File: config.mk
export PLATFORM = sky130hd
export DESIGN_NAME = reg_file_arbiter
export DESIGN_NICKNAME = d
export VERILOG_FILES = /design/src/rtl/reg_arb_pkg.sv /design/src/rtl/rr_pick2.sv /design/src/rtl/reg_file_arbiter.sv
export SDC_FILE = /design/constraint.sdc
export NUM_CORES = 1
export LEC_CHECK = 0
export BUFFER_PORTS_ARGS = -buffer_cell sky130_fd_sc_hd__buf_2
export CELL_PAD_IN_SITES_DETAIL_PLACEMENT = 2
export CELL_PAD_IN_SITES_GLOBAL_PLACEMENT = 2
export CORE_MARGIN = 1.5
export CORE_UTILIZATION = 24
export DETAILED_ROUTE_END_ITERATION = 10
export PLACE_DENSITY = 0.9
export SLEW_MARGIN = 20
export SYNTH_ARGS = -nofsm -noshare
export SYNTH_HDL_FRONTEND = slang
export SYNTH_HIERARCHICAL = 1
export SYNTH_SLANG_ARGS = --single-unit
File: constraint.sdc
create_clock -name clk -period 2.4 [get_ports clk]
set_input_delay 0.12 -clock clk [delete_from_list [all_inputs] [get_ports clk]]
set_output_delay 0.12 -clock clk [all_outputs]
set_load 0.005 [all_outputs]
File: src/rtl/reg_arb_pkg.sv
// ----------------------------------------------------------------------------
// reg_arb_pkg
// Shared types and constants for the register-file port arbiter.
//   NUM_REQ   : number of requesters sharing the register-file port
//   DW / AW   : data and address widths of the register file
//   NUM_REGS  : implemented registers; addresses at or above this are errors
//   state_t   : arbiter FSM states
// ----------------------------------------------------------------------------
package reg_arb_pkg;

    localparam int NUM_REQ  = 2;
    localparam int DW       = 8;
    localparam int AW       = 4;
    localparam int NUM_REGS = 8;

    typedef enum logic [1:0] {
        IDLE   = 2'd0,
        ACCESS = 2'd1,
        RESP   = 2'd2
    } state_t;

endpackage

File: src/rtl/rr_pick2.sv
// ----------------------------------------------------------------------------
// rr_pick2
// Combinational two-way round-robin picker.
// Ports:
//   req    in  [1:0]  request lines
//   last   in  1      requester that was granted most recently
//   valid  out 1      at least one request is present
//   winner out 1      index of the chosen requester (only meaningful with valid)
// ----------------------------------------------------------------------------
module rr_pick2
    import reg_arb_pkg::*;
(
    input  logic [NUM_REQ-1:0] req,
    input  logic               last,
    output logic               valid,
    output logic               winner
);

    // A lone requester always wins. When both ask, the one that was not
    // served last time gets the port, which gives strict alternation under
    // sustained contention.
    always_comb begin
        valid = |req;
        if (req == 2'b11) begin
            winner = ~last;
        end else begin
            winner = req[1];
        end
    end

endmodule

File: src/rtl/reg_file_arbiter.sv
// ----------------------------------------------------------------------------
// reg_file_arbiter
// Shares the single read/write port of the 8x8 register file between the
// core datapath (requester 0) and the loader/debug port (requester 1).
// Round-robin between requesters, with a per-requester lock that keeps the
// port for back-to-back accesses. This block is the only driver of the
// register file's write enable, addresses and write data.
// Ports:
//   clk, reset_n          clock, synchronous active-low reset
//   req/we/lock [1:0]     per-requester request, write flag and lock
//   addr0/addr1           per-requester register address
//   wdata0/wdata1         per-requester write data
//   gnt [1:0]             one-cycle pulse: request consumed
//   rvalid [1:0]          one-cycle pulse: rdata valid for that requester
//   rdata                 read response data
//   err [1:0]             pulses with gnt when the address is out of range
//   rf_wr_en              register file write enable
//   rf_rdwr_addr          register file read/write address
//   rf_rd_addr            register file read address (same as rf_rdwr_addr)
//   rf_dat_in             register file write data
//   rf_datA_out           register file read data
// ----------------------------------------------------------------------------
module reg_file_arbiter
    import reg_arb_pkg::*;
(
    input  logic               clk,
    input  logic               reset_n,
    input  logic [NUM_REQ-1:0] req,
    input  logic [NUM_REQ-1:0] we,
    input  logic [AW-1:0]      addr0,
    input  logic [AW-1:0]      addr1,
    input  logic [DW-1:0]      wdata0,
    input  logic [DW-1:0]      wdata1,
    input  logic [NUM_REQ-1:0] lock,
    output logic [NUM_REQ-1:0] gnt,
    output logic [NUM_REQ-1:0] rvalid,
    output logic [DW-1:0]      rdata,
    output logic [NUM_REQ-1:0] err,
    output logic               rf_wr_en,
    output logic [AW-1:0]      rf_rdwr_addr,
    output logic [AW-1:0]      rf_rd_addr,
    output logic [DW-1:0]      rf_dat_in,
    input  logic [DW-1:0]      rf_datA_out
);

    localparam logic [AW:0] NumRegsW = (AW+1)'(NUM_REGS);

    state_t          state_q, state_d;
    logic            owner_q, owner_d;
    logic            we_q, we_d;
    logic [AW-1:0]   addr_q, addr_d;
    logic [DW-1:0]   wdata_q, wdata_d;
    logic            last_q, last_d;
    logic [DW-1:0]   rdata_q, rdata_d;

    logic            pickValid;
    logic            pickWinner;
    logic            latchNew;
    logic            latchOwner;
    logic            lockGo;
    logic            addrOk;

    rr_pick2 u_pick (
        .req    (req),
        .last   (last_q),
        .valid  (pickValid),
        .winner (pickWinner)
    );

    assign addrOk = ({1'b0, addr_q} < NumRegsW);
    assign lockGo = lock[owner_q] & req[owner_q];

    // State register. Reset parks the FSM in IDLE; last starts at 1 so that
    // requester 0 wins the very first tie.
    always_ff @(posedge clk) begin
        if (!reset_n) begin
            state_q <= IDLE;
        end else begin
            state_q <= state_d;
        end
    end

    // Latched request, round-robin history and read-data holding register.
    // rdata only changes at read capture or reset, so it stays stable for
    // the requester long after its rvalid pulse.
    always_ff @(posedge clk) begin
        if (!reset_n) begin
            owner_q <= 1'b0;
            we_q    <= 1'b0;
            addr_q  <= '0;
            wdata_q <= '0;
            last_q  <= 1'b1;
            rdata_q <= '0;
        end else begin
            owner_q <= owner_d;
            we_q    <= we_d;
            addr_q  <= addr_d;
            wdata_q <= wdata_d;
            last_q  <= last_d;
            rdata_q <= rdata_d;
        end
    end

    // Next-state logic. A new request is latched either from IDLE via the
    // round-robin picker, or directly from the current owner when it holds
    // its lock as its access completes (write leaving ACCESS, read leaving
    // RESP). The lock path ignores the other requester entirely.
    always_comb begin
        state_d    = state_q;
        latchNew   = 1'b0;
        latchOwner = owner_q;
        case (state_q)
            IDLE: begin
                if (pickValid) begin
                    state_d    = ACCESS;
                    latchNew   = 1'b1;
                    latchOwner = pickWinner;
                end
            end
            ACCESS: begin
                if (!we_q) begin
                    state_d = RESP;
                end else if (lockGo) begin
                    state_d  = ACCESS;
                    latchNew = 1'b1;
                end else begin
                    state_d = IDLE;
                end
            end
            RESP: begin
                if (lockGo) begin
                    state_d  = ACCESS;
                    latchNew = 1'b1;
                end else begin
                    state_d = IDLE;
                end
            end
            default: begin
                state_d = IDLE;
            end
        endcase
    end

    // Datapath next values. The winning requester's command is captured when
    // latchNew fires. ACCESS is where the owner is recorded as last served
    // and where read data is sampled from the register file; an out-of-range
    // read returns zero instead of whatever the register file presents.
    always_comb begin
        owner_d = owner_q;
        we_d    = we_q;
        addr_d  = addr_q;
        wdata_d = wdata_q;
        last_d  = last_q;
        rdata_d = rdata_q;
        if (latchNew) begin
            owner_d = latchOwner;
            we_d    = we[latchOwner];
            addr_d  = latchOwner ? addr1 : addr0;
            wdata_d = latchOwner ? wdata1 : wdata0;
        end
        if (state_q == ACCESS) begin
            last_d = owner_q;
            if (!we_q) begin
                rdata_d = addrOk ? rf_datA_out : '0;
            end
        end
    end

    // Output decode. gnt and err pulse during ACCESS, rvalid during RESP.
    // The write enable is suppressed for an out-of-range address so the
    // register file never sees an illegal write.
    always_comb begin
        gnt      = '0;
        err      = '0;
        rvalid   = '0;
        rf_wr_en = 1'b0;
        case (state_q)
            ACCESS: begin
                gnt[owner_q] = 1'b1;
                err[owner_q] = ~addrOk;
                rf_wr_en     = we_q & addrOk;
            end
            RESP: begin
                rvalid[owner_q] = 1'b1;
            end
            default: begin
            end
        endcase
    end

    // Register file addresses and data simply follow the latched command, so
    // they keep the last latched values while the arbiter is idle.
    assign rdata        = rdata_q;
    assign rf_rdwr_addr = addr_q;
    assign rf_rd_addr   = addr_q;
    assign rf_dat_in    = wdata_q;

endmodule

Yosys cells after proc, flatten, opt, wreduce, memory -nomap -nowiden
Cells that the tools add are included.

Bits of input ports: 40. Flip-flop bits (word level): 25. Word-level logic and storage cells: 51. Output and inout port bits: 31.

Reduce and logical (&&, ||, !) cells: 4. Eq/ne operators: 4. Multiplexer cells: 26. Magnitude comparators: 4. Bitwise logic cells: 6.

Operators with widths (number): 2-to-1 mux 8 bit (2); 2-to-1 mux 1 bit (15); 2-to-1 mux 2 bit (5); case mux 2 bit (3 select lines) (1); == test 2 bit (second input constant) (2); less-than comparator 1 x 2 -> 1 bit (second input constant) (2); less-than comparator 4 bit (second input constant) (1); 2-to-1 mux 4 bit (1); inverter 1 bit (3); case mux 1 bit (3 select lines) (1); AND 1 bit (2); AND 2 bit (1); == test 2 x 1 -> 1 bit (second input constant) (1); logical NOT 2 bit (1); inequality test 2 bit (second input constant) (1); AND reduction 2 bit (1); OR reduction 2 bit (1); demux 1 bit (select 1 bit) (1); greater-or-equal comparator 1 bit (second input constant) (1); logical AND 1 bit (1).

Logic depth before layout (Yosys ltp)
Gate-level depths: netlist of run 1.

Depth after elaboration: 6. Depth in mapped cells: 6. Gate-level depth less buffers: 5.

Hierarchy
Netlist of run 1, hierarchy kept.

Modules (own cells, without submodules): reg_file_arbiter (instances 1, area an instance 1058.5 um^2, cells an instance 93); rr_pick2 (instances 1, area an instance 13.8 um^2, cells an instance 2).

Worst setup path before layout of run 1
No wires, ideal clock.

Path type: register to register. Start point: register state_q[1]. End point: register wdata_q[1], in the netlist rf_dat_in[1]. Setup time: 119 ps. Slack: 859 ps. Arrival: 1422 ps. Stages on the path, launching flop included: 6. Clock period less this slack: 1541 ps. Buffers on the path: 1. Cell sequence: dfxtp_1 > nor3b_4 > mux2i_4 > buf_6 > mux2i_1 > o2bb2ai_1.

Word-level cells in the longest chain between the ends: 3.

RTL lines: start, declared (line reg_file_arbiter.sv:48) `state_t state_q, state_d;`; start signal, assigned (line reg_file_arbiter.sv:79) `state_q <= state_d;`; logical NOT 2 bit (line reg_file_arbiter.sv:112) `case (state_q)`; 2-to-1 mux 1 bit (line reg_file_arbiter.sv:112); 2-to-1 mux 8 bit (line reg_file_arbiter.sv:159) `wdata_d = latchOwner ? wdata1 : wdata0;`; end signal, assigned (line reg_file_arbiter.sv:98) `wdata_q <= wdata_d;`; end, declared (line reg_file_arbiter.sv:52) `logic [DW-1:0] wdata_q, wdata_d;`.

Parallel ways exist; a longest one is shown, timed or not. A chain may end at the register's enable or synchronous reset.

Worst setup path in the final report of run 1
Start point: register state_q[1]. End point: register we_q.

Word-level cells in the longest chain between the ends: 4.

RTL lines: logical NOT 2 bit (line reg_file_arbiter.sv:112); 2-to-1 mux 1 bit (line reg_file_arbiter.sv:112); 2-to-1 mux 1 bit (not written as such) (2 in a row) (line reg_file_arbiter.sv:157) `we_d = we[latchOwner];`; end signal, assigned (line reg_file_arbiter.sv:96) `we_q <= we_d;`; end, declared (line reg_file_arbiter.sv:50) `logic we_q, we_d;`.

Parallel ways exist; a longest one is shown, timed or not. The select of a mux whose other input is x is not followed.

==> tab_implementation.tex, run 1 <==
\begin{tabular}{lr}
\hline
Metric & Value \\
\hline
\multicolumn{2}{l}{\textbf{Outcome}} \\
Run status & finished, final reports clean \\
\multicolumn{2}{l}{\textbf{Global route}} \\
Global-route usage over all layers & 13.9\% \\
Number of antenna violations at the first check in global routing & 0 \\
Wire length of the first global-routing pass & 5.34 mm \\
Number of global-route vias before repair & 1063 \\
Global-route congestion overflow total & 0 \\
Maximum number of pins on one net before global-route repair & 15 \\
\multicolumn{2}{l}{\textbf{Worst hold path}} \\
Min-Delay Path Depth & 2 \\
End point of the worst hold path & rdata[5] \\
Min-Delay Startpoint & rf\_datA\_out[5] \\
Type of the worst min-delay path & input port to flip-flop \\
\multicolumn{2}{l}{\textbf{Power and ir drop}} \\
Sequential Power Share & 51.5\% \\
Fraction of power consumed by the clock network & 26.3\% \\
Cell-internal power & 684 uW \\
Leakage power & 0.784 nW \\
Switching power as a share of total power & 28.3\% \\
Switching component of the power & 270 uW \\
Peak supply drop & 230 uV \\
Pwr dens & 644 nW/um2 \\
Total design power & 954 uW \\
Combinational group share of total power & 22.2\% \\
\multicolumn{2}{l}{\textbf{Finish}} \\
Area added between synthesis and finish & 38.2\% \\
Count of antenna diodes in the layout & 0 \\
Area used by multi-input combinational logic & 512 um2 \\
Layout filler cell count & 501 \\
Net total in the final layout & 202 \\
Fraction of layout instances using a drive strength above 1 & 48.4\% \\
Reg area & 500 um2 \\
\multicolumn{2}{l}{\textbf{Floorplan}} \\
Row count & 24 \\
I/O pin count & 71 \\
Core box area & 4320 um2 \\
Width of the die & 69.8 um \\
Effective utilization at floorplan & 24.8\% \\
Die footprint & 4880 um2 \\
Height of the chip & 69.8 um \\
\multicolumn{2}{l}{\textbf{Worst setup path}} \\
Maximum single-stage delay on the critical path & 0.67 ns \\
Capturing point of the worst reg2reg path & we\_q \\
Worst Path Arrival & 2.03 ns \\
Data required time of the worst path & 2.54 ns \\
Critical Path Sink Type & flip-flop \\
Setup crit start kind & flip-flop \\
Launching point of the worst reg2reg path & state\_q[1] \\
Cell at the slowest stage of the critical path & sky130\_fd\_sc\_hd\_\_mux2i\_4 \\
Class of the most critical setup path & flip-flop to flip-flop \\
Highest fanout seen on the critical path & 14 \\
Worst setup slack for register-to-register paths & 0.52 ns \\
Cell breakdown of the critical path & nor3b\_4 -> mux2i\_4 -> mux2i\_1 -> o2bb2ai\_1 \\
Logic depth of the worst register-to-register path & 4 \\
\multicolumn{2}{l}{\textbf{Detailed routing}} \\
Number of DRC violations after detailed-routing iteration 0 & 30 \\
First-pass DRT Iterations & 3 \\
Post-detailed-route wirelength per cell & 15.2 um \\
DRC violations left & 0 \\
Wire length after detailed routing & 3.24 mm \\
Vias per inst & 4.63 \\
Number of vias in the routed layout & 986 \\
Remaining number of nets flagged by the antenna check after routing & 0 \\
\multicolumn{2}{l}{\textbf{Clock tree}} \\
Clock Latency Late Sink & 0.27 ns \\
Number of CTS-inserted buffers & 3 \\
Number of cells upsized or downsized after cts & 0 \\
Clock transition at the register clock pins on the worst setup and hold paths after CTS & 0.09 ns \\
Clock Tree Buf Depth & 2 \\
CTS H-Tree Depth & 1 \\
Hold-fix buffer count after cts & 0 \\
Post-CTS setup buffer count & 0 \\
TritonCTS clock tree & done \\
CTS sink count & 25 \\
Clock tree root driver cell & sky130\_fd\_sc\_hd\_\_clkbuf\_8 \\
\multicolumn{2}{l}{\textbf{Timing}} \\
Fin. max-slew vios & 0 \\
Setup clock skew after layout & 0.00818 ns \\
\# setup viols final & 0 \\
Final critical-path share of the clock period & 78.5\% \\
Fmax & 531 MHz \\
Final Hold Violating Endpoints & 0 \\
RSZ-0062 raised after global routing & no \\
Worst slew margin relative to its limit & 41.6\% \\
Summed negative setup slack over all endpoints & 0 ns \\
Post-layout minimum cycle time & 1.88 ns \\
Tightest Pin Transition & 0.872 ns \\
\multicolumn{2}{l}{\textbf{Synthesis}} \\
Proportion of netlist area held by the largest area contributor & 46.7\% \\
Post-Syn Nets & 135 \\
Cell taking the most area after synthesis & sky130\_fd\_sc\_hd\_\_dfxtp\_1 \\
Number of warnings issued by yosys & 6 \\
FF+latch count, synth & 25 \\
Post-synthesis cell count & 95 \\
Mean instance size in the synthesized netlist & 11.3 um2 \\
Count of different cell masters after synthesis & 25 \\
Leading cell types by total area after synthesis & sky130\_fd\_sc\_hd\_\_dfxtp\_1 47\%, sky130\_fd\_sc\_hd\_\_mux2i\_1 12\%, sky130\_fd\_sc\_hd\_\_o2bb2ai\_1 11\% \\
Sequential share of the synthesized area & 46.7\% \\
Synth Cell Area & 1070 um2 \\
\multicolumn{2}{l}{\textbf{Placed design}} \\
Sum of net half-perimeters after detailed placement & 2.62 mm \\
RD Place Congestion & 0.685 \\
IO Port Bufs & 70 \\
\multicolumn{2}{l}{\textbf{Flow run}} \\
Max\_cap viols & 0 \\
\hline
\end{tabular}
## final cells by class
| cell class | count | share of cell area, % |
|---|---|---|
| inverter | 2 | 0.507 |
| multi-input combinational | 60 | 34.5 |
| sequential | 25 | 33.8 |
| clock inverter | 1 | 0.338 |
| tap | 52 | 4.39 |
| timing repair buffer | 70 | 23.6 |
| clock buffer | 3 | 2.79 |
## per-stage QoR
stage	std cells	hold WS, ns	utilization (%)	cell area (um2)	setup WS [ns]
floorplan	95	0.206	-	1070	0.859
global placement	209	0.332	33.1	1430	0.509
detailed placement	209	0.336	33.1	1430	0.441
CTS	213	0.0471	34.2	1480	0.408
global route	213	0.0489	34.3	1480	0.370
finish	213	0.0500	34.3	1480	0.517
## routing by layer
layer | track usage (%) | routed length [um] | vias up
met5 | 0 | 0 | -
met4 | 6.41 | 80 | 0
met3 | 3.20 | 168 | 6
met2 | 22.8 | 1550 | 40
met1 | 17.2 | 1440 | 459
li1 | - | - | 481
## cells by family after synthesis
kind of cell | share of synthesized area [%]
compound gates | 19.7
mux | 14.2
flops | 46.7
simple gates | 13.4
buf+inv | 5.95
## critical path, delay by kind of cell (launching register included)
family / cells / cell delay, ns
and+or+nand+nor: 1 / 0.34
AOI/OAI and AO/OA: 1 / 0.08
muxes: 2 / 0.97
DFF: 1 / 0.37
## registers in the layout, summed over array words and instances, names as in the netlist
signal      count
state_q         2
rf_dat_in       8
we_q            1
rf_rd_addr      4
rdata           8
owner_q         1
last_q          1
## worst max path at each step
stage,startpoint,endpoint,depth (start not counted)
detailed placement,state_q[0],rf_dat_in[6],4
global route,state_q[1],we_q,4
finish,state_q[1],we_q,4
floorplan,state_q[1],rf_dat_in[1],5
global placement,state_q[1],rf_rd_addr[3],4
CTS,state_q[0],rf_dat_in[6],4
## Yosys cell counts
cell / count
sky130_fd_sc_hd__dfxtp_1: 25
sky130_fd_sc_hd__mux2i_1: 13
sky130_fd_sc_hd__o2bb2ai_1: 13
sky130_fd_sc_hd__a22o_1: 8
sky130_fd_sc_hd__buf_4: 4
sky130_fd_sc_hd__nor2_1: 4
sky130_fd_sc_hd__buf_2: 3
sky130_fd_sc_hd__nand3b_1: 3
sky130_fd_sc_hd__and3_1: 2
sky130_fd_sc_hd__inv_1: 2
sky130_fd_sc_hd__nand2b_1: 2
sky130_fd_sc_hd__nor2b_1: 2
sky130_fd_sc_hd__nor3b_1: 2
sky130_fd_sc_hd__a21boi_1: 1
sky130_fd_sc_hd__a22oi_1: 1
sky130_fd_sc_hd__and2b_1: 1
sky130_fd_sc_hd__buf_6: 1
sky130_fd_sc_hd__mux2i_4: 1
sky130_fd_sc_hd__nand2_1: 1
sky130_fd_sc_hd__nand3_1: 1
sky130_fd_sc_hd__nor3b_2: 1
sky130_fd_sc_hd__nor3b_4: 1
sky130_fd_sc_hd__o21a_1: 1
sky130_fd_sc_hd__o21ai_1: 1
sky130_fd_sc_hd__or2_1: 1
## power by group through the flow
stage | Sequential (mW) | Combinational, mW | Clock [mW]
after detailed placement | 0.501 | 0.217 | 0
after global placement | 0.499 | 0.208 | 0
after floorplan | 0.498 | 0.125 | 0
final | 0.491 | 0.212 | 0.251
after CTS | 0.492 | 0.217 | 0.262
after global routing | 0.498 | 0.235 | 0.285
## cell usage in the layout, fill, tap and decap left out, types with 3 or more instances in the layout
cell type / count
sky130_fd_sc_hd__buf_2: 70
sky130_fd_sc_hd__dfxtp_1: 25
sky130_fd_sc_hd__mux2i_1: 13
sky130_fd_sc_hd__o2bb2ai_1: 13
sky130_fd_sc_hd__a22o_1: 8
sky130_fd_sc_hd__nor2_1: 4
sky130_fd_sc_hd__nand3b_1: 3
sky130_fd_sc_hd__clkbuf_8: 3
No activity file was read; power rests on OpenSTA's default activity.
==> run 2: changes to the inputs <==
- CORE_UTILIZATION: 24 -> 20
- PLACE_DENSITY: 0.9 -> 0.81
- clock period: 2.4 -> 1.5 ns (I/O delays scaled with it)
==> run 2 against run 1 <==
  * The flow now finishes with violations (setup timing)
  * Via count is 5.6% higher
  * Clock power grew 61%
  * Critical path depth rose by 1
  * Combinational power rose by 95%
  * Sequential share of layout area is 3.0 points lower
  * Critical path type unchanged
==> tab_implementation.tex, run 2 (same netlist as run 1, synthesis figures left out) <==
\begin{tabular}{lr}
\hline
Metric & Value \\
\hline
\multicolumn{2}{l}{\textbf{Detailed routing}} \\
Vias per inst & 4.28 \\
Number of DRC violations after detailed-routing iteration 0 & 26 \\
DRC violations left & 0 \\
Remaining number of nets flagged by the antenna check after routing & 0 \\
First-pass DRT Iterations & 4 \\
Number of vias in the routed layout & 1041 \\
Post-detailed-route wirelength per cell & 13.7 um \\
Wire length after detailed routing & 3.34 mm \\
\multicolumn{2}{l}{\textbf{Power and ir drop}} \\
Switching component of the power & 449 uW \\
Pwr dens & 979 nW/um2 \\
Fraction of power consumed by the clock network & 25.2\% \\
Sequential Power Share & 48.9\% \\
Combinational group share of total power & 25.9\% \\
Total design power & 1.60 mW \\
Cell-internal power & 1.15 mW \\
Peak supply drop & 348 uV \\
Switching power as a share of total power & 28.0\% \\
Leakage power & 0.836 nW \\
\multicolumn{2}{l}{\textbf{Finish}} \\
Fraction of layout instances using a drive strength above 1 & 54.9\% \\
Area added between synthesis and finish & 52.4\% \\
Most frequent cells in the layout & 70 x sky130\_fd\_sc\_hd\_\_buf\_2, 23 x sky130\_fd\_sc\_hd\_\_dfxtp\_1, 13 x sky130\_fd\_sc\_hd\_\_o2bb2ai\_1, 10 x sky130\_fd\_sc\_hd\_\_mux2i\_1, 10 x sky130\_fd\_sc\_hd\_\_buf\_4 \\
Utilization after layout & 31.8\% \\
Filler-free cell count of the finished design & 243 \\
Count of antenna diodes in the layout & 0 \\
Most common cell after layout, fill and taps aside & sky130\_fd\_sc\_hd\_\_buf\_2 \\
Net total in the final layout & 214 \\
Post-route cell area & 1630 um2 \\
\multicolumn{2}{l}{\textbf{Flow run}} \\
Max\_cap viols & 0 \\
\multicolumn{2}{l}{\textbf{Timing}} \\
Fmax & 650 MHz \\
Summed negative setup slack over all endpoints & -0.104 ns \\
Worst hold slack & 0.0229 ns \\
Final critical-path share of the clock period & 103\% \\
\# setup viols final & 7 \\
Setup clock skew after layout & 0.0123 ns \\
Final Hold Violating Endpoints & 0 \\
Fin. max-slew vios & 0 \\
Post-route worst setup slack & -0.0380 ns \\
Post-layout minimum cycle time & 1.54 ns \\
Worst slew margin relative to its limit & 75.4\% \\
RSZ-0062 raised after global routing & yes \\
Tightest Pin Transition & 0.369 ns \\
\multicolumn{2}{l}{\textbf{Floorplan}} \\
Die footprint & 5810 um2 \\
Row count & 26 \\
Core box area & 5140 um2 \\
Height of the chip & 76.2 um \\
I/O pin count & 71 \\
Width of the die & 76.2 um \\
Effective utilization at floorplan & 20.9\% \\
\multicolumn{2}{l}{\textbf{Clock tree}} \\
TritonCTS clock tree & done \\
Clock tree root driver cell & sky130\_fd\_sc\_hd\_\_clkbuf\_8 \\
Clock transition at the register clock pins on the worst setup and hold paths after CTS & 0.10 ns \\
CTS H-Tree Depth & 1 \\
Number of CTS-inserted buffers & 3 \\
Clock Tree Buf Depth & 2 \\
Clock Latency Late Sink & 0.27 ns \\
Hold-fix buffer count after cts & 0 \\
CTS sink count & 25 \\
\multicolumn{2}{l}{\textbf{Global route}} \\
Met2 demand-to-capacity share in global routing & 20.2\% \\
Global-route congestion overflow total & 0 \\
Wire length of the first global-routing pass & 5.49 mm \\
Met3 routing resource usage after global routing & 3.35\% \\
Met1 track demand over resource & 14.0\% \\
Number of antenna violations at the first check in global routing & 0 \\
Maximum number of pins on one net before global-route repair & 16 \\
Most crowded layer after global routing & met2 \\
Global-route usage over all layers & 11.7\% \\
Number of global-route vias before repair & 1117 \\
\multicolumn{2}{l}{\textbf{Placed design}} \\
Worst setup slack after placement & -0.233 ns \\
Total instance count after detailed placement & 236 \\
Sum of net half-perimeters after detailed placement & 2.67 mm \\
IO Port Bufs & 70 \\
Cell area after placement & 1540 um2 \\
RD Place Congestion & 0.743 \\
\multicolumn{2}{l}{\textbf{Worst setup path}} \\
Data required time of the worst path & 1.65 ns \\
Class of the most critical setup path & flip-flop to flip-flop \\
Highest fanout seen on the critical path & 9 \\
Setup crit start kind & flip-flop \\
Critical Path Sink Type & flip-flop \\
Worst Path Arrival & 1.69 ns \\
\multicolumn{2}{l}{\textbf{Outcome}} \\
Run status & finished, violations left \\
Violations in the final reports & setup timing \\
\multicolumn{2}{l}{\textbf{Worst hold path}} \\
Type of the worst min-delay path & input port to flip-flop \\
\hline
\end{tabular}
-- run 2: cell types whose count changed in the layout (fill, tap and decap cells not counted), sizes merged --
cell	previous run	this run
buf	70	82
clkinv	1	0
clkinvlp	0	1
-- run 2: metal layers --
metal | wire length [um] | vias to the layer above
met3 | 207 | 2
li1 | - | 502
met1 | 1420 | 501
met5 | 0 | -
met4 | 27 | 0
met2 | 1690 | 36
-- run 2: critical path: stages (launching register included) --
cell                        delay, ns
sky130_fd_sc_hd__dfxtp_2         0.36
sky130_fd_sc_hd__nor3b_4         0.27
sky130_fd_sc_hd__mux2i_4         0.32
sky130_fd_sc_hd__buf_12          0.17
sky130_fd_sc_hd__mux2i_2         0.21
sky130_fd_sc_hd__o2bb2ai_1       0.08
-- run 2: power groups by stage --
stage / combinational (mW) / sequential [mW] / clock [mW]
2_1_floorplan: 0.200 / 0.797 / 0
3_3_place_gp: 0.378 / 0.795 / 0
3_5_place_dp: 0.392 / 0.797 / 0
4_1_cts: 0.412 / 0.783 / 0.421
5_1_grt: 0.456 / 0.793 / 0.457
6_report: 0.414 / 0.782 / 0.404
-- run 2: cell type report --
class | count | area, um2
Clock buffer | 3 | 41.3
Clock inverter | 1 | 7.51
Fill cell | 614 | 3510
Inverter | 2 | 7.51
Multi-Input combinational cell | 60 | 531
Sequential cell | 25 | 503
Tap cell | 70 | 87.6
Timing Repair Buffer | 82 | 457
-- run 2: final timing paths --
check	start	depth (start not counted)	to	slack (ns)
max	state_q[0]	5	rf_dat_in[3]	-0.04
min reg2reg	rf_dat_in[4]	1	rf_dat_in[4]	0.47
min	rf_datA_out[6]	2	rdata[6]	0.02
max reg2reg	state_q[0]	5	rf_dat_in[3]	-0.04
-- run 2: timing repair --
item / 4_1_cts / 5_1_grt
pin swaps: 2 / 1
gates resized for setup: 3 / 4
setup buffers: 3 / 0
setup endpoints to repair: 13 / 21
==> run 3: changes to the inputs <==
- HOLD_SLACK_MARGIN: unset -> 0.05
==> run 3 against run 2 <==
  * The run still ends with setup timing left
  * Core utilization up 1.8 points
  * Wire length increased by 6.4%
  * Clock skew is 0.00055 ns lower
  * Sequential cell count did not move
  * Fmax rose by 0.70%
  * Design area increased by 5.5%
  * Clock-buffer cell count stayed put
  * Register-to-register slack about the same
  * Worst hold slack better by 0.040 ns
  * Clock power about the same
  * Combinational power grew 5.1%
  * Setup slack gained 0.011 ns
==> tab_implementation.tex, run 3 (same netlist as run 1, synthesis figures left out) <==
\begin{tabular}{lr}
\hline
Metric & Value \\
\hline
\multicolumn{2}{l}{\textbf{Outcome}} \\
Run status & finished, violations left \\
Violations in the final reports & setup timing \\
\multicolumn{2}{l}{\textbf{Finish}} \\
Layout filler cell count & 604 \\
Area added between synthesis and finish & 60.8\% \\
Net total in the final layout & 223 \\
Most frequent cells in the layout & 70 x sky130\_fd\_sc\_hd\_\_buf\_2, 23 x sky130\_fd\_sc\_hd\_\_dfxtp\_1, 13 x sky130\_fd\_sc\_hd\_\_o2bb2ai\_1, 10 x sky130\_fd\_sc\_hd\_\_mux2i\_1, 10 x sky130\_fd\_sc\_hd\_\_buf\_4 \\
Post-route cell area & 1720 um2 \\
Area used by multi-input combinational logic & 531 um2 \\
Most common cell after layout, fill and taps aside & sky130\_fd\_sc\_hd\_\_buf\_2 \\
Count of antenna diodes in the layout & 0 \\
Reg area & 503 um2 \\
Fraction of layout instances using a drive strength above 1 & 52.2\% \\
\multicolumn{2}{l}{\textbf{Timing}} \\
Setup clock skew after layout & 0.0117 ns \\
Post-layout minimum cycle time & 1.53 ns \\
Fmax & 655 MHz \\
RSZ-0062 raised after global routing & yes \\
Fin. max-slew vios & 0 \\
\# setup viols final & 6 \\
Worst hold slack & 0.0632 ns \\
Tightest Pin Transition & 0.369 ns \\
Final critical-path share of the clock period & 102\% \\
Post-route worst setup slack & -0.0273 ns \\
Worst slew margin relative to its limit & 75.4\% \\
Final Hold Violating Endpoints & 0 \\
\multicolumn{2}{l}{\textbf{Detailed routing}} \\
Number of vias in the routed layout & 1079 \\
Number of DRC violations after detailed-routing iteration 0 & 25 \\
Wire length after detailed routing & 3.55 mm \\
DRC violations left & 0 \\
Post-detailed-route wirelength per cell & 14.1 um \\
First-pass DRT Iterations & 4 \\
Remaining number of nets flagged by the antenna check after routing & 0 \\
Vias per inst & 4.28 \\
\multicolumn{2}{l}{\textbf{Worst setup path}} \\
Setup crit start kind & flip-flop \\
Data required time of the worst path & 1.67 ns \\
Worst Path Arrival & 1.70 ns \\
Critical Path Sink Type & flip-flop \\
Worst setup slack for register-to-register paths & -0.03 ns \\
Capturing point of the worst reg2reg path & rf\_dat\_in[4] \\
Class of the most critical setup path & flip-flop to flip-flop \\
Launching point of the worst reg2reg path & state\_q[0] \\
Logic depth of the worst register-to-register path & 5 \\
Highest fanout seen on the critical path & 9 \\
\multicolumn{2}{l}{\textbf{Floorplan}} \\
Row count & 26 \\
Effective utilization at floorplan & 20.9\% \\
Height of the chip & 76.2 um \\
Width of the die & 76.2 um \\
I/O pin count & 71 \\
Core box area & 5140 um2 \\
Die footprint & 5810 um2 \\
\multicolumn{2}{l}{\textbf{Clock tree}} \\
Clock tree root driver cell & sky130\_fd\_sc\_hd\_\_clkbuf\_8 \\
CTS sink count & 25 \\
CTS H-Tree Depth & 1 \\
TritonCTS clock tree & done \\
Clock Tree Buf Depth & 2 \\
Number of CTS-inserted buffers & 3 \\
Clock transition at the register clock pins on the worst setup and hold paths after CTS & 0.10 ns \\
Clock Latency Late Sink & 0.27 ns \\
\multicolumn{2}{l}{\textbf{Flow run}} \\
Max\_cap viols & 0 \\
\multicolumn{2}{l}{\textbf{Global route}} \\
Maximum number of pins on one net before global-route repair & 16 \\
Wire length of the first global-routing pass & 5.84 mm \\
Global-route usage over all layers & 12.4\% \\
Number of antenna violations at the first check in global routing & 0 \\
Global-route congestion overflow total & 0 \\
Number of global-route vias before repair & 1158 \\
\multicolumn{2}{l}{\textbf{Power and ir drop}} \\
Combinational group share of total power & 26.8\% \\
Pwr dens & 942 nW/um2 \\
Switching component of the power & 457 uW \\
Peak supply drop & 349 uV \\
Sequential Power Share & 48.2\% \\
Total design power & 1.62 mW \\
Switching power as a share of total power & 28.2\% \\
Cell-internal power & 1.17 mW \\
Fraction of power consumed by the clock network & 25.0\% \\
Leakage power & 0.874 nW \\
\multicolumn{2}{l}{\textbf{Worst hold path}} \\
Min-Delay Path Depth & 3 \\
End point of the worst hold path & rf\_rd\_addr[1] \\
Type of the worst min-delay path & input port to flip-flop \\
Min-Delay Startpoint & addr1[1] \\
\multicolumn{2}{l}{\textbf{Placed design}} \\
IO Port Bufs & 70 \\
RD Place Congestion & 0.743 \\
Cell area after placement & 1540 um2 \\
Sum of net half-perimeters after detailed placement & 2.67 mm \\
\hline
\end{tabular}
run 3: cell types whose count changed in the layout (fill, tap and decap cells not counted), sizes merged:
cell,previous run,this run
dlygate4sd3,0,9
run 3: final cells by class:
cell class	count	area share [%]
clock inverters	1	0.435
multi-input cells	60	30.8
repair buffers	91	31.7
flip-flops and latches	25	29.2
inverters	2	0.435
clock buffers	3	2.39
well taps	70	5.08
run 3: worst max path at each step:
stage / startpoint / to / slack, ns / cells past startpoint
finish: state_q[0] / rf_dat_in[4] / -0.03 / 5
CTS: state_q[1] / rf_dat_in[3] / -0.06 / 5
global route: state_q[0] / rf_rd_addr[0] / -0.13 / 5
global placement: state_q[0] / rf_dat_in[7] / -0.08 / 5
detailed placement: state_q[1] / rf_dat_in[3] / -0.23 / 4
floorplan: state_q[0] / rf_dat_in[1] / -0.03 / 5
run 3: per-layer routing:
metal	GRT usage (%)	share of wire, %	vias up
met1	14.9	43	521
li1	-	-	520
met2	21.9	51	36
met5	0	0	-
met4	3.33	0.76	0
met3	3.35	5.8	2
run 3: power groups by stage:
stage               registers [mW]  clock network [mW]  logic, mW
finish                       0.783               0.406      0.435
global route                 0.793               0.460      0.478
detailed placement           0.797                   0      0.392
CTS                          0.783               0.421      0.430
global placement             0.795                   0      0.378
floorplan                    0.797                   0      0.200
run 3: per-stage QoR:
stage	setup slack [ns]	std cells	setup TNS, ns	util, %
after floorplan	-0.0291	95	-0.262	-
after global placement	-0.0827	236	-0.851	29.9
after detailed placement	-0.233	236	-2.76	29.9
after CTS	-0.0580	252	-0.152	33.2
after global routing	-0.131	252	-1.34	33.5
final	-0.0273	252	-0.0865	33.5
run 3: what timing repair did:
action,4_1_cts,5_1_grt
pin swaps,2,1
hold buffers,9,0
gates resized for setup,3,4
setup endpoints to repair,13,21
endpoints found under the hold margin,9,0
setup buffers,3,0
run 3: critical path: stages, from the launching register on:
cell                        delay (ns)
sky130_fd_sc_hd__dfxtp_2          0.36
sky130_fd_sc_hd__nor3b_4          0.27
sky130_fd_sc_hd__mux2i_4          0.32
sky130_fd_sc_hd__buf_12           0.17
sky130_fd_sc_hd__mux2i_1          0.22
sky130_fd_sc_hd__o2bb2ai_1        0.07
